[src/rtl/rv32imf_wb_pkg.sv]
// Shared types for the long-latency write-back stage: source identifiers and the
// per-source result request bundle.
package rv32imf_wb_pkg;

    localparam int NUM_WB_SRC    = 3;
    localparam int WB_ADDR_WIDTH = 6;
    localparam int WB_DATA_WIDTH = 32;

    // Enum order is also the round-robin order and the arbiter request/grant bit index.
    typedef enum logic [1:0] {
        WB_LSU = 2'd0,
        WB_MD  = 2'd1,
        WB_FPU = 2'd2
    } wb_src_e;

    typedef struct packed {
        logic                     valid;
        logic [WB_ADDR_WIDTH-1:0] waddr;
        logic [WB_DATA_WIDTH-1:0] wdata;
    } wb_req_t;

endpackage

[src/rtl/rv32imf_rr_arbiter.sv]
// N-way round-robin arbiter: the search starts at the pointer, and the pointer moves
// to the entry after the winner whenever a grant is given.
module rv32imf_rr_arbiter #(
    parameter int N = 3
) (
    input  logic         clk,
    input  logic         rst_n,
    input  logic [N-1:0] i_req,
    output logic [N-1:0] o_gnt
);

    localparam int PW = (N > 1) ? $clog2(N) : 1;

    logic [PW-1:0] r_ptr;
    logic [PW-1:0] w_idx;
    logic [PW-1:0] w_winner;
    logic          w_any;

    always_comb begin
        o_gnt    = '0;
        w_any    = 1'b0;
        w_winner = r_ptr;
        w_idx    = '0;
        for (int off = 0; off < N; off++) begin
            w_idx = PW'((int'(r_ptr) + off) % N);
            if (!w_any && i_req[w_idx]) begin
                w_any        = 1'b1;
                w_winner     = w_idx;
                o_gnt[w_idx] = 1'b1;
            end
        end
    end

    // Index 0 is the first source searched after reset.
    always_ff @(posedge clk or negedge rst_n) begin
        if (!rst_n) begin
            r_ptr <= '0;
        end else if (w_any) begin
            r_ptr <= (w_winner == PW'(N - 1)) ? '0 : w_winner + PW'(1);
        end
    end

endmodule

[src/rtl/rv32imf_wb_arbiter.sv]
// Long-latency write-back: arbitrates LSU / mult-div / FPU results onto register-file
// write port B and tracks pending writes for RAW/WAW hazard detection at issue.
module rv32imf_wb_arbiter
    import rv32imf_wb_pkg::*;
#(
    parameter int ADDR_WIDTH = 6,
    parameter int DATA_WIDTH = 32,
    parameter int FPU        = 0
) (
    input  logic                  clk,
    input  logic                  rst_n,
    input  logic                  issue_valid_i,
    input  logic [ADDR_WIDTH-1:0] issue_waddr_i,
    input  logic                  lsu_valid_i,
    output logic                  lsu_ready_o,
    input  logic [ADDR_WIDTH-1:0] lsu_waddr_i,
    input  logic [DATA_WIDTH-1:0] lsu_wdata_i,
    input  logic                  md_valid_i,
    output logic                  md_ready_o,
    input  logic [ADDR_WIDTH-1:0] md_waddr_i,
    input  logic [DATA_WIDTH-1:0] md_wdata_i,
    input  logic                  fpu_valid_i,
    output logic                  fpu_ready_o,
    input  logic [ADDR_WIDTH-1:0] fpu_waddr_i,
    input  logic [DATA_WIDTH-1:0] fpu_wdata_i,
    output logic [ADDR_WIDTH-1:0] waddr_b_o,
    output logic [DATA_WIDTH-1:0] wdata_b_o,
    output logic                  we_b_o,
    input  logic [ADDR_WIDTH-1:0] raddr_a_i,
    input  logic [ADDR_WIDTH-1:0] raddr_b_i,
    input  logic [ADDR_WIDTH-1:0] raddr_c_i,
    output logic                  busy_a_o,
    output logic                  busy_b_o,
    output logic                  busy_c_o,
    output logic                  waw_busy_o
);

    localparam int NUM_REGS = 1 << ADDR_WIDTH;

    wb_req_t               w_req [NUM_WB_SRC];
    logic [NUM_WB_SRC-1:0] w_reqv;
    logic [NUM_WB_SRC-1:0] w_gnt;
    logic                  w_gnt_any;
    logic [ADDR_WIDTH-1:0] w_sel_addr;
    logic [DATA_WIDTH-1:0] w_sel_data;
    logic                  w_set;

    logic [ADDR_WIDTH-1:0] r_waddr_b;
    logic [DATA_WIDTH-1:0] r_wdata_b;
    logic                  r_we_b;
    logic [NUM_REGS-1:0]   r_sb;

    // Without an FPU its request is forced low, so it can never win or see ready.
    always_comb begin
        w_req[WB_LSU].valid = lsu_valid_i;
        w_req[WB_LSU].waddr = WB_ADDR_WIDTH'(lsu_waddr_i);
        w_req[WB_LSU].wdata = WB_DATA_WIDTH'(lsu_wdata_i);
        w_req[WB_MD].valid  = md_valid_i;
        w_req[WB_MD].waddr  = WB_ADDR_WIDTH'(md_waddr_i);
        w_req[WB_MD].wdata  = WB_DATA_WIDTH'(md_wdata_i);
        w_req[WB_FPU].valid = (FPU != 0) && fpu_valid_i;
        w_req[WB_FPU].waddr = WB_ADDR_WIDTH'(fpu_waddr_i);
        w_req[WB_FPU].wdata = WB_DATA_WIDTH'(fpu_wdata_i);
    end

    assign w_reqv = {w_req[WB_FPU].valid, w_req[WB_MD].valid, w_req[WB_LSU].valid};

    rv32imf_rr_arbiter #(
        .N (NUM_WB_SRC)
    ) u_rr_arbiter (
        .clk   (clk),
        .rst_n (rst_n),
        .i_req (w_reqv),
        .o_gnt (w_gnt)
    );

    assign lsu_ready_o = w_gnt[WB_LSU];
    assign md_ready_o  = w_gnt[WB_MD];
    assign fpu_ready_o = w_gnt[WB_FPU];
    assign w_gnt_any   = |w_gnt;

    always_comb begin
        w_sel_addr = '0;
        w_sel_data = '0;
        for (int s = 0; s < NUM_WB_SRC; s++) begin
            if (w_gnt[s]) begin
                w_sel_addr = ADDR_WIDTH'(w_req[s].waddr);
                w_sel_data = DATA_WIDTH'(w_req[s].wdata);
            end
        end
    end

    // Results to x0 are consumed but never produce a write strobe.
    always_ff @(posedge clk or negedge rst_n) begin
        if (!rst_n) begin
            r_we_b    <= 1'b0;
            r_waddr_b <= '0;
            r_wdata_b <= '0;
        end else begin
            r_we_b <= w_gnt_any && (w_sel_addr != '0);
            if (w_gnt_any) begin
                r_waddr_b <= w_sel_addr;
                r_wdata_b <= w_sel_data;
            end
        end
    end

    assign waddr_b_o = r_waddr_b;
    assign wdata_b_o = r_wdata_b;
    assign we_b_o    = r_we_b;

    assign w_set = issue_valid_i && (issue_waddr_i != '0) &&
                   ((FPU != 0) || !issue_waddr_i[ADDR_WIDTH-1]);

    // The set is written last so a new issue wins over a retiring write to the same register.
    always_ff @(posedge clk or negedge rst_n) begin
        if (!rst_n) begin
            r_sb <= '0;
        end else begin
            if (r_we_b) begin
                r_sb[r_waddr_b] <= 1'b0;
            end
            if (w_set) begin
                r_sb[issue_waddr_i] <= 1'b1;
            end
        end
    end

    assign busy_a_o   = r_sb[raddr_a_i];
    assign busy_b_o   = r_sb[raddr_b_i];
    assign busy_c_o   = r_sb[raddr_c_i];
    assign waw_busy_o = r_sb[issue_waddr_i];

    // Issuing over a pending write is only legal when that write retires on this edge.
    a_no_waw_issue: assert property (@(posedge clk) disable iff (!rst_n)
        issue_valid_i |-> (!waw_busy_o || (r_we_b && (r_waddr_b == issue_waddr_i))));

endmodule

[config.mk]
export PLATFORM = sky130hd
export DESIGN_NAME = rv32imf_wb_arbiter
export DESIGN_NICKNAME = d
export VERILOG_FILES = /design/src/rtl/rv32imf_wb_pkg.sv /design/src/rtl/rv32imf_rr_arbiter.sv /design/src/rtl/rv32imf_wb_arbiter.sv
export SDC_FILE = /design/constraint.sdc
export NUM_CORES = 1
export LEC_CHECK = 0
export BUFFER_PORTS_ARGS = -buffer_cell sky130_fd_sc_hd__buf_2
export CORE_ASPECT_RATIO = 1.2
export CORE_MARGIN = 2
export CORE_UTILIZATION = 50
export CTS_CLUSTER_DIAMETER = 120
export DETAILED_ROUTE_END_ITERATION = 16
export GPL_ROUTABILITY_DRIVEN = 0
export PLACE_DENSITY = 0.77
export SKIP_CTS_REPAIR_TIMING = 1
export SYNTH_ARGS = -nofsm -noshare
export SYNTH_HDL_FRONTEND = slang
export SYNTH_SLANG_ARGS = --single-unit
[constraint.sdc]
create_clock -name clk -period 3.05 [get_ports clk]
set_clock_uncertainty 0.05 [all_clocks]
set_input_delay 0.305 -clock clk [delete_from_list [all_inputs] [get_ports clk]]
set_output_delay 0.305 -clock clk [all_outputs]
set_load 0.005 [all_outputs]
# ---- Yosys cells after proc, flatten, opt, wreduce, memory -nomap -nowiden
# Cells that the tools add are included.
# W data, S select, Z words.
dict set report word_totals {
  register_bits 105
  in_bits 144
  out_inout_bits 46
}
dict set report classes {
  addsub 3
  div 3
  magnitude_cmp 13
  eq_ne 1
  muxes 42
  bitwise 5
  n_reduce_logical 16
}
# operator n
set ops {}
lappend ops {{$mux W64} 2}
lappend ops {{$mux W32} 3}
lappend ops {{$and A64 B64 Y64} 1}
lappend ops {{$mod A32 B3 Y32 const B} 2}
lappend ops {{$not A64 Y64} 1}
lappend ops {{$or A64 B64 Y64} 1}
lappend ops {{$lt A6 B7 Y1 const B} 5}
lappend ops {{$mod A3 B3 Y32 const B} 1}
lappend ops {{$bmux W1 S6} 4}
lappend ops {{$mux W6} 3}
lappend ops {{$mux W1} 15}
lappend ops {{$demux W1 S6} 2}
lappend ops {{$ge A6 B1 Y1 const B} 2}
lappend ops {{$reduce_bool A6 Y1} 2}
lappend ops {{$logic_and A1 B1 Y1} 10}
lappend ops {{$lt A2 B3 Y1 const B} 3}
lappend ops {{$mux W3} 3}
lappend ops {{$mux W2} 4}
lappend ops {{$bmux W1 S2} 3}
lappend ops {{$demux W1 S2} 3}
lappend ops {{$ge A2 B1 Y1 const B} 3}
lappend ops {{$or A3 B3 Y3} 2}
lappend ops {{$add A2 B1 Y3 const B} 1}
lappend ops {{$add A2 B2 Y3 const B} 1}
lappend ops {{4 further kinds} 6}

# ---- Depth between registers and ports, before layout
# Gate-level depths: netlist (run 1).
dict set report depth {
  ltp_word 15
  mapped_depth 10
  ltp_nobuf 7
}

# ---- Modules after synthesis
# From an unflattened synthesis (run 1), not the netlist that was laid out.
dict set report hier_totals {
  hier_cells 639
  hier_area_um2 6884.1
}
# module instances cells_per_inst area_each_um2 seq_area_each_um2
set modules_own_cells {}
lappend modules_own_cells {rv32imf_wb_arbiter 1 583 6463.7 2577.5}
lappend modules_own_cells {rv32imf_rr_arbiter 1 56 420.4 50.0}

# ---- Least setup slack after synthesis (run 1)
# Ideal clock, no wire load.
dict set report synth_path {
  path_kind {reg2reg}
  from {reg u_rr_arbiter.r_ptr[0]}
  to {reg r_wdata_b[11], in the netlist wdata_b_o[11]}
  arrival_ns 2.264
  setup_slack_ns 0.610
  path_stages_with_launch 9
  synth_period_minus_slack_ns 2.440
  cell_sequence {dfrtp_1 > inv_1 > ha_1 > or4b_2 > buf_2 > clkbuf_1 > nand2_1 > nor3_1 > a221o_1}
}
dict set report synth_between {
  elab_chain_cells 13
  word_cells_on_any_way 41
}
# item line
set synth_lines {}
lappend synth_lines {{start: declaration} rv32imf_rr_arbiter.sv:14} ;# logic [PW-1:0] r_ptr;
lappend synth_lines {{start signal: assignment} rv32imf_rr_arbiter.sv:39} ;# r_ptr <= (w_winner == PW'(N - 1)) ? '0 : w_winner + PW'(1);
lappend synth_lines {{$add A2 B1 Y3 / $mod A3 B3 Y32 (equally long branches)} rv32imf_rr_arbiter.sv:25} ;# w_idx = PW'((int'(r_ptr) + off) % N);
lappend synth_lines {{$mod A32 B3 Y32, or another cell as far along} rv32imf_rr_arbiter.sv:25}
lappend synth_lines {{$lt A2 B3 Y1 (not written as such), or another cell as far along} rv32imf_rr_arbiter.sv:29} ;# o_gnt[w_idx] = 1'b1;
lappend synth_lines {{$logic_and A1 B1 Y1 (not written as such), or another cell as far along} rv32imf_rr_arbiter.sv:29}
lappend synth_lines {{$mux W1 (not written as such), or another cell as far along} rv32imf_rr_arbiter.sv:29}
lappend synth_lines {{$demux W1 S2, or another cell as far along} --}
lappend synth_lines {{$or A3 B3 Y3 (no line) / $mux W1 (equally long branches)} --}
lappend synth_lines {{$mux W3 / $logic_not A1 Y1 (equally long branches)} rv32imf_rr_arbiter.sv:26} ;# if (!w_any && i_req[w_idx]) begin
lappend synth_lines {{$or A3 B3 Y3 (no line) / $logic_and A1 B1 Y1 (equally long branches)} --}
lappend synth_lines {{$mux W3 (*)} rv32imf_rr_arbiter.sv:26}
lappend synth_lines {{$mux W32 (3 in a row)} rv32imf_wb_arbiter.sv:86} ;# if (w_gnt[s]) begin
lappend synth_lines {{end signal: assignment} rv32imf_wb_arbiter.sv:103} ;# r_wdata_b <= w_sel_data;
lappend synth_lines {{end: declaration} rv32imf_wb_arbiter.sv:49} ;# logic [DATA_WIDTH-1:0] r_wdata_b;
# Every way passes the cells marked *; elsewhere a longest branch is shown, timed or not. The select of a mux whose other input is x is not followed.
# A chain may end at the register's enable or synchronous reset.

# ---- Worst setup path after layout (run 1)
dict set report layout_path {
  from {reg u_rr_arbiter.r_ptr[0]}
  to {out lsu_ready_o}
}
dict set report layout_between {
  elab_chain_cells 10
  word_cells_on_any_way 37
}
# item line
set layout_lines {}
lappend layout_lines {{$add A2 B1 Y3 / $mod A3 B3 Y32 (equally long branches)} rv32imf_rr_arbiter.sv:25}
lappend layout_lines {{$mod A32 B3 Y32, or another cell as far along} rv32imf_rr_arbiter.sv:25}
lappend layout_lines {{$lt A2 B3 Y1 (not written as such), or another cell as far along} rv32imf_rr_arbiter.sv:29}
lappend layout_lines {{$logic_and A1 B1 Y1 (not written as such), or another cell as far along} rv32imf_rr_arbiter.sv:29}
lappend layout_lines {{$mux W1 (not written as such), or another cell as far along} rv32imf_rr_arbiter.sv:29}
lappend layout_lines {{$demux W1 S2, or another cell as far along} --}
lappend layout_lines {{$or A3 B3 Y3 (no line) / $mux W1 (equally long branches)} --}
lappend layout_lines {{$mux W3 / $logic_not A1 Y1 (equally long branches)} rv32imf_rr_arbiter.sv:26}
lappend layout_lines {{$or A3 B3 Y3 (no line) / $logic_and A1 B1 Y1 (equally long branches)} --}
lappend layout_lines {{$mux W3 (*)} rv32imf_rr_arbiter.sv:26}
lappend layout_lines {{end: declaration} rv32imf_wb_arbiter.sv:15} ;# output logic lsu_ready_o,
# Marked as above.

==> results of run 1 <==
area by class of cell:
type,count,area share [%]
Inverter,17,0.791
Clock inverter,7,1.19
Multi-Input combinational cell,474,49.0
Timing Repair Buffer,164,11.0
Clock buffer,9,2.79
Tap cell,168,2.61
Sequential cell,105,32.6
cells in the final DEF (no fill, tap or decap), drive strengths merged, types with 4 or more instances in the layout:
master / netlist / final
a2111oi: 4 / 4
a211oi: 6 / 6
a21oi: 11 / 11
a221o: 38 / 38
a22oi: 4 / 4
a31oi: 9 / 9
buf: 27 / 162
clkbuf: 34 / 9
dfrtp: 105 / 105
ha: 4 / 4
inv: 17 / 20
mux2: 6 / 6
mux2i: 30 / 30
mux4: 53 / 53
nand2: 59 / 59
nand2b: 4 / 4
nand3: 17 / 17
nand3b: 11 / 11
nor2: 19 / 19
nor2b: 15 / 15
nor3: 38 / 38
o21a: 24 / 24
o21ai: 72 / 72
o31a: 5 / 5
layer usage:
layer / wire length (microns) / vias to the layer above
li1: - / 2776
met1: 7590 / 3097
met2: 10400 / 449
met3: 2000 / 91
met4: 1040 / 0
met5: 0 / -
flip-flops by register name, summed over array words and instances, names as in the netlist:
name,flops
we_b_o,1
waddr_b_o,6
r_sb,64
u_rr_arbiter.r_ptr,2
wdata_b_o,32
path summary, 6_finish.rpt:
check | start | end | slack [ns]
worst min-delay path | md_wdata_i[27] | wdata_b_o[27] | 0.13
worst min register to register | wdata_b_o[5] | wdata_b_o[5] | 0.47
min in group asynchronous | rst_n | wdata_b_o[22] | 0.47
worst max register to register | u_rr_arbiter.r_ptr[0] | wdata_b_o[24] | 0.43
worst max-delay path | u_rr_arbiter.r_ptr[0] | lsu_ready_o | 0.14
max in group asynchronous | rst_n | wdata_b_o[30] | 1.68
report_power, final:
group          switching (mW)  leakage [nW]  internal, mW  total (mW)
Sequential              0.507          1.30          1.79        2.30
Clock                   0.576         0.154         0.663        1.24
Combinational            1.39          2.06          1.31        2.69
cell families (layout without fill, tap and decap cells):
kind of cell	Yosys count	in the layout	synth area share, %
adders and majority gates	4	4	0.728
AOI/OAI and AO/OA	197	197	20.2
muxes	89	89	22.7
DFF	105	105	38.2
buffers and inverters	78	197	4.73
and+or+nand+nor	183	183	13.3
other	1	1	0.0546
synthesized netlist by cell type, types with 3 or more instances:
| master | instances | area share (%) |
|---|---|---|
| nor3_1 | 38 | 2.8 |
| a221oi_1 | 3 | 0.38 |
| nor2b_1 | 15 | 1.4 |
| ha_1 | 4 | 0.73 |
| clkbuf_1 | 34 | 1.9 |
| inv_1 | 17 | 0.93 |
| buf_1 | 5 | 0.27 |
| nor4_1 | 3 | 0.27 |
| o31a_1 | 5 | 0.64 |
| a22oi_1 | 4 | 0.44 |
| a31oi_1 | 9 | 0.82 |
| o21a_1 | 24 | 2.6 |
| nand4_1 | 3 | 0.27 |
| o21ai_0 | 72 | 5.2 |
| o22ai_1 | 3 | 0.27 |
| a221o_1 | 38 | 5.5 |
| a21oi_1 | 11 | 0.80 |
| nand3_1 | 17 | 1.2 |
| nand3b_1 | 11 | 1.2 |
| dfrtp_1 | 105 | 38 |
| nor2_1 | 19 | 1.0 |
| mux2_2 | 6 | 0.98 |
| or3b_2 | 3 | 0.38 |
| nand2b_1 | 4 | 0.36 |
| buf_2 | 20 | 1.5 |
| a211oi_1 | 6 | 0.66 |
| mux4_2 | 53 | 17 |
| mux2i_1 | 30 | 4.4 |
| a2111oi_0 | 3 | 0.38 |
| a211o_1 | 3 | 0.38 |
| nand2_1 | 59 | 3.2 |
per-stage QoR:
step	instances	utilization [%]	hold slack, ns
2_1_floorplan	657	-	-0.0406
3_3_place_gp	927	57.6	0.325
3_5_place_dp	927	57.6	0.345
4_1_cts	943	60.0	-0.0354
5_1_grt	944	60.4	0.121
6_report	944	60.4	0.126
==> metrics, run 1 <==
status=finished, final reports clean; Die Wd=111 microns; layout cells sized above 1=32.5%; peak per-stage delay on the critical path=0.43 ns; final setup TNS=0 ns; Setup CP Type=flop to output pin; Slew @ Worst Pin=0.680 ns; Hold Path Class=primary input to flop; Total Routed Length=21.0 mm; diodes inserted=0; EDFF count, synth=0; Seq/Total Area, Yosys=38.2%; Max Transition Viols Final=0; Peak supply drop=0.493 mV; CTS Buf Count=9; setup ws final=0.144 ns; Starting Density=51.5%; GRT Util Overall=29.2%; Final Hold Viols=0; core area=0.0134 sq mm; routing usage on met2=49.6%; buffers added on ports=149; DRC violations left=0; first-pass GRT wire length=34.1 mm; Crit. End Element=output pin; fill cell count=1,123; initial antenna violation count=0; largest net degree at the start of global routing=55; Cell Chain, Critical Path=inv_1, ha_1, mux2i_2, a2111oi_4, a222oi_1, bufbuf_16, inv_1, buf_2; crit path DAT=2.55 ns; final setup fails=0; Max Cap Viol=0; multi-input logic area=0.00395 sq mm; Post-DRT Antenna Nets=0; half-perimeter wire length after placement=15.5 mm; fmax=344 MHz; TritonRoute pass-1 iters=5; GRT Max-Usage Layer=met2; Avg Cell Area, Syn=10.5 sq um; met1 Usage GRT=35.5%; I/O Pins=190; Yosys reg bits=105; CP max stage cell=dfrtp_1; Reg2Reg Depth=7; fin crit share=95.3%; buffers and inverters on the worst path=4; clock sink total=105; pwr dens=773 mW/mm^2; CTS tree=built; GRT overflow=0; Max-slew headroom=54.7%; met3 Track Usage GR=6.09%; Worst-path clk slew=0.07 ns; Syn. warnings=0; Worst Path Required=2.69 ns; Clock Tree Buf Depth=2; htree depth=3; Iter 0 DRT Violations=575; WP depth=8; Total Die Area=0.0147 sq mm; RSZ-0062 raised after global routing=false; die height=132 microns; leakage=3.52 nW; vias=6,413; FP Rows=46; Startpoint Class=flop; Worst Hold Depth=2; nets=919; most frequent CP cell=inv_1; Clock Latency Late Sink=0.36 ns; CTS root buf=clkbuf_16; ys async rst share=100%; vias in the first global route=6,538; Setup Slack @ Placement=0.415 ns; Design Power=6.23 mW; via-per-instance ratio=6.79; CP delay by family, top=buffers and inverters; final instance area=0.00806 sq mm; main flop type after synthesis=dfrtp_1; crit path max fanout=40; syn nets=805; Mapped Cells=657; Post-DP Area=0.00769 sq mm; mapped cell area=0.00687 sq mm; fin crit period=2.91 ns; area grow syn2layout=17.3%; Netlist cell types=53; Seq. cell area=0.00263 sq mm; per-cell routed wire length=22.3 microns
(Power assumes the default switching activity.)
==> inputs of run 2 (changes only) <==
--- a/config.mk
+++ b/config.mk
@@ -8,11 +8,11 @@
 export BUFFER_PORTS_ARGS = -buffer_cell sky130_fd_sc_hd__buf_2
 export CORE_ASPECT_RATIO = 1.2
 export CORE_MARGIN = 2
-export CORE_UTILIZATION = 50
+export CORE_UTILIZATION = 45
 export CTS_CLUSTER_DIAMETER = 120
 export DETAILED_ROUTE_END_ITERATION = 16
 export GPL_ROUTABILITY_DRIVEN = 0
-export PLACE_DENSITY = 0.77
+export PLACE_DENSITY = 0.7
 export SKIP_CTS_REPAIR_TIMING = 1
 export SYNTH_ARGS = -nofsm -noshare
 export SYNTH_HDL_FRONTEND = slang
==> run 2 against run 1 <==
Against the previous run: the flow now finishes with violations (negative hold slack); global-route usage shrank 3.2 points; register-to-register slack gained 0.09 ns; total power grew 0.29%; clock power grew 6%; clock-buffer cell count is the same; die area grew 11%; routed wire length shrank 1.8%; sequential cell count is the same; fmax grew 0.88%; critical endpoint unchanged.
==> metrics, run 2 (synthesis gave the netlist of run 1 again) <==
status=complete, but fails checks; failing checks=negative hold slack; core area=0.0150 sq mm; GRT Max-Usage Layer=met2; Design Power=6.25 mW; Top reg by flops=r_sb; area grow syn2layout=18.1%; final setup fails=0; fin crit period=2.88 ns; Net Sw Frac=38.7%; crit path from=u_rr_arbiter.r_ptr[0]; routing usage on met2=43.1%; most frequent CP cell=inv_1; CTS tree=built; most frequent cells in the layout=buf_2, dfrtp_1, o21ai_0; pwr dens=770 mW/mm^2; TritonRoute pass-1 iters=8; clock power share=21.0%; fin crit share=94.4%; Cell Chain, Critical Path=inv_1, ha_1, mux2i_2, a2111oi_4, a222oi_1, bufbuf_16, inv_1, buf_2; CTS Buf Count=9; I/O Pins=190; Peak supply drop=0.529 mV; switching pwr=2.42 mW; vias=6,260; Setup CP Type=flop to output pin; die height=139 microns; Max-slew headroom=48.7%; met3 Track Usage GR=5.66%; per-cell routed wire length=21.1 microns; Max Cap Viol=0; peak per-stage delay on the critical path=0.42 ns; vias in the first global route=6,137; multi-input logic area=0.00396 sq mm; nets=916; max reg flops=64; met1 Usage GRT=32.5%; Comb power frac=42.4%; worst hold margin=-0.0235 ns; fmax=347 MHz; half-perimeter wire length after placement=15.4 mm; fill cell count=1,384; Final Core Density=54.3%; GRT overflow=0; FP Rows=49; CP max stage cell=dfrtp_1; Clock Tree Buf Depth=2; Worst Path Required=2.69 ns; Total Routed Length=20.7 mm; via-per-instance ratio=6.41; Total Die Area=0.0163 sq mm; Hold Path Class=primary input to asynchronous set/reset pin; Crit. End Element=output pin; Starting Density=46.0%; Clock Latency Late Sink=0.35 ns; Slew @ Worst Pin=0.769 ns; Post-DRT Antenna Nets=0; part of the power in registers=36.6%; layout cells sized above 1=32.5%; Final Hold Viols=53; Worst-path clk slew=0.07 ns; Iter 0 DRT Violations=623; GRT Util Overall=26.0%; first-pass GRT wire length=32.8 mm; leakage=3.52 nW; diodes inserted=0; initial antenna violation count=0; final setup TNS=0 ns; commonest non-fill, non-tap cell in the layout=buf_2; Startpoint Class=flop; DRC violations left=0; htree depth=3; crit path max fanout=40; clock sink total=105; CTS root buf=clkbuf_16; Seq. cell area=0.00263 sq mm; P_int=3.84 mW; Reg-to-Reg Start=u_rr_arbiter.r_ptr[0]; crit path DAT=2.53 ns; largest net degree at the start of global routing=60; Die Wd=117 microns; Max Transition Viols Final=0; buffers added on ports=149
## run 2: power groups by stage
stage          logic [mW]  registers [mW]  clock network, mW
2_1_floorplan        1.83            2.09                  0
3_3_place_gp         2.50            2.26                  0
3_5_place_dp         2.59            2.28                  0
4_1_cts              2.58            2.27               1.34
5_1_grt              2.92            2.33               1.40
6_report             2.65            2.29               1.31
## run 2: metal layers
layer	vias up	share of wire, %
li1	2771	-
met1	3061	38
met2	368	50
met3	60	8.1
met4	0	3.9
met5	-	0
## run 2: final cells by class
class | count | share of cell area [%]
multi-input combinational | 474 | 48.7
sequential | 105 | 32.4
timing repair buffer | 161 | 10.8
tap | 204 | 3.14
clock buffer | 9 | 2.77
clock inverter | 7 | 1.46
inverter | 17 | 0.786
## run 2: path summary, 6_finish.rpt
kind | depth (start not counted) | slack (ns) | end
setup / recovery | 8 | 0.17 | lsu_ready_o
max in group asynchronous | 2 | 2.26 | r_sb[38]
setup reg to reg | 7 | 0.52 | wdata_b_o[14]
hold reg to reg | 1 | 0.47 | wdata_b_o[9]
min in group clk | 2 | 0.12 | wdata_b_o[15]
hold / removal | 1 | -0.02 | wdata_b_o[24]
## run 2: worst max-delay path, delay by kind of cell, from the launching register on
family / cells / cell delay [ns]
muxes: 1 / 0.33
AOI/OAI and AO/OA: 2 / 0.45
adders and majority gates: 1 / 0.26
DFF: 1 / 0.42
buffers and inverters: 4 / 0.69
## run 2: metrics by stage
stage / cell area, sq um / std cells / setup slack [ns] / hold slack [ns]
2_1_floorplan: 6870 / 657 / 0.610 / -0.0406
3_3_place_gp: 7740 / 961 / 0.360 / 0.371
3_5_place_dp: 7740 / 961 / 0.346 / 0.383
4_1_cts: 8080 / 977 / 0.0724 / -0.00336
5_1_grt: 8120 / 977 / -0.0127 / 0.0421
6_report: 8120 / 977 / 0.170 / -0.0235
==> inputs of run 3 (changes only) <==
--- a/config.mk
+++ b/config.mk
@@ -5,6 +5,7 @@
 export SDC_FILE = /design/constraint.sdc
 export NUM_CORES = 1
 export LEC_CHECK = 0
+export ABC_AREA = 1
 export BUFFER_PORTS_ARGS = -buffer_cell sky130_fd_sc_hd__buf_2
 export CORE_ASPECT_RATIO = 1.2
 export CORE_MARGIN = 2
==> run 3 against run 2 <==
Against the previous run: sequential power is 2% lower; core utilization is 1.7 points lower; non-clock buffer count is 7 higher; first-iteration DRC count is 24% higher; via count is 23% higher; clock-buffer cell count is 3 higher; design area is 4.6% higher; hold slack better by 0.14 ns; area after synthesis is 7.1% higher; the flow now finishes without violations.
==> metrics, run 3 <==
status=finished, final reports clean; RR Endpoint=wdata_b_o[20]; per-cell routed wire length=17.2 microns; final setup TNS=0 ns; Hold Path Class=primary input to flop; Worst-path clk slew=0.07 ns; Synth top area share=35.7%; CP delay by family, top=compound AO/OA/AOI/OAI gates; Yosys reg bits=105; Reg2Reg Depth=10; fill cell count=1,631; area grow syn2layout=15.5%; vias=7,678; Worst Path Required=2.69 ns; r2r setup slk=0.57 ns; Die Wd=121 microns; Netlist cell types=34; Mapped Cells=991; crit path max fanout=21; Seq. cell area=0.00263 sq mm; main flop type after synthesis=dfrtp_1; half-perimeter wire length after placement=17.2 mm; syn nets=1,139; fin crit share=91.8%; Syn. warnings=0; crit path DAT=2.44 ns; buffers and inverters on the worst path=3; Clock Tree Buf Depth=2; Reg-to-Reg Start=u_rr_arbiter.r_ptr[0]; final instance area=0.00850 sq mm; clock power share=17.5%; most frequent cells in the layout=nand2_1, buf_2, o21ai_0; htree depth=3; FP Rows=51; Max Cap Viol=0; ys async rst share=100%; CTS Buf Count=9; RSZ-0062 raised after global routing=false; diodes inserted=0; die height=144 microns; core area=0.0161 sq mm; non-filler cells in the finished layout=1,337; Post-DP Area=0.00819 sq mm; Startpoint Class=flop; CTS tree=built; Starting Density=45.6%; mapped cell area=0.00736 sq mm; Design Power=6.65 mW; initial antenna violation count=0; Seq/Total Area, Yosys=35.7%; Clock Latency Late Sink=0.35 ns; leading area contributor after synthesis=dfrtp_1; peak per-stage delay on the critical path=0.54 ns; leakage=4.16 nW; Cells after DPL=1,320; part of the power in registers=33.6%; Cell Chain, Critical Path=inv_1, ha_1, inv_2, o21ai_1, nor2_2, nand3_2, o21ai_4, buf_2; met3 Track Usage GR=5.64%; commonest cells in the netlist=nand2_1, o21ai_0, dfrtp_1, a21oi_1, inv_1; pwr dens=783 mW/mm^2; Crit. End Element=output pin; P_int=3.67 mW; Comb power frac=48.9%; fmax=357 MHz; final setup fails=0; Avg Cell Area, Syn=7.43 sq um; GRT overflow=0; largest net degree at the start of global routing=61; GRT Util Overall=27.1%; Total Routed Length=23.0 mm; Final Hold Viols=0; Setup CP Type=flop to output pin; nets=1,268; EDFF count, synth=0; CP max stage cell=o21ai_4; I/O Pins=190; buffers added on ports=149; DRC violations left=0; fin crit period=2.80 ns; Post-DRT Antenna Nets=0; switching pwr=2.98 mW; via-per-instance ratio=5.74; Total Die Area=0.0174 sq mm; multi-input logic area=0.00400 sq mm; layout cells sized above 1=26.4%; worst hold margin=0.119 ns; Endpoint, Worst Hold=wdata_b_o[26]; first-pass GRT wire length=37.3 mm; met1 Usage GRT=35.3%; Max Transition Viols Final=0; TritonRoute pass-1 iters=6; CTS root buf=clkbuf_16; top cells by area, synth=dfrtp_1, nand3_2, nand2_1, o21ai_0, a21oi_1; commonest non-fill, non-tap cell in the layout=nand2_1; setup ws final=0.251 ns; Top reg by flops=r_sb; Worst Hold Depth=3; Setup Slack @ Placement=0.560 ns; Slew @ Worst Pin=0.803 ns; clock sink total=105; vias in the first global route=7,118; routing usage on met2=44.6%; Max-slew headroom=46.3%; Final Core Density=52.6%; HP Start=md_wdata_i[26]; max reg flops=64; most common cell in the synthesized netlist=nand2_1; Iter 0 DRT Violations=771; Peak supply drop=0.620 mV; GRT Max-Usage Layer=met2; Net Sw Frac=44.8%
## run 3: changes by cell type after synthesis, moves of 27 or more
cell	change
a21oi_1	+81
a221o_1	-38
inv_1	+70
mux2i_1	-30
mux4_2	-53
nand2_1	+135
nand3_1	+58
nand3_2	+74
o211ai_1	+27
o21ai_0	+63
## run 3: cell type report
type | count | share of cell area [%]
Multi-Input combinational cell | 731 | 47.1
Timing Repair Buffer | 168 | 10.7
Inverter | 105 | 4.70
Sequential cell | 105 | 30.9
Clock buffer | 12 | 2.90
Clock inverter | 4 | 0.618
Tap cell | 212 | 3.12
## run 3: power by group through the flow
stage               clock (mW)  combinational [mW]  sequential [mW]
finish                    1.16                3.25             2.24
global route              1.24                3.66             2.30
detailed placement           0                3.25             2.24
floorplan                    0                2.62             2.13
CTS                       1.19                3.26             2.22
global placement             0                3.20             2.23
## run 3: per-layer routing
metal | share of wire (%) | wire, microns
met3 | 9.6 | 2200
met5 | 0 | 0
met2 | 46 | 10700
met1 | 41 | 9390
met4 | 3.3 | 765
## run 3: worst reg2reg max path: stages (launching register included)
cell and delay, ns:
dfrtp_1 0.43, inv_1 0.09, ha_1 0.38, inv_2 0.09
o21ai_1 0.07, nor2_2 0.11, nand3_2 0.14, o21ai_4 0.54
buf_4 0.35, nand2_1 0.10, nand3_2 0.07
## run 3: cell families (layout without fill, tap and decap cells)
family                   after synthesis  in the layout  synth area share [%]
adder cells (fa/ha/maj)                4              4                 0.680
flip-flops                           105            105                  35.7
buffers and inverters                155            289                  10.1
AO/OA/AOI/OAI                        304            304                  22.6
other                                  1              1                0.0510
AND/OR/NAND/NOR                      422            422                  30.8
## run 3: how the worst max path moves through the flow
stage               endpoint  depth (start not counted)  slack [ns]             startpoint
2_1_floorplan         we_b_o                         13        1.15  u_rr_arbiter.r_ptr[0]
3_3_place_gp   wdata_b_o[20]                         10        0.58  u_rr_arbiter.r_ptr[0]
3_5_place_dp    wdata_b_o[8]                         11        0.56  u_rr_arbiter.r_ptr[0]
4_1_cts           md_ready_o                          8        0.23  u_rr_arbiter.r_ptr[0]
5_1_grt           md_ready_o                          8        0.07  u_rr_arbiter.r_ptr[0]
6_report          md_ready_o                          8        0.25  u_rr_arbiter.r_ptr[0]
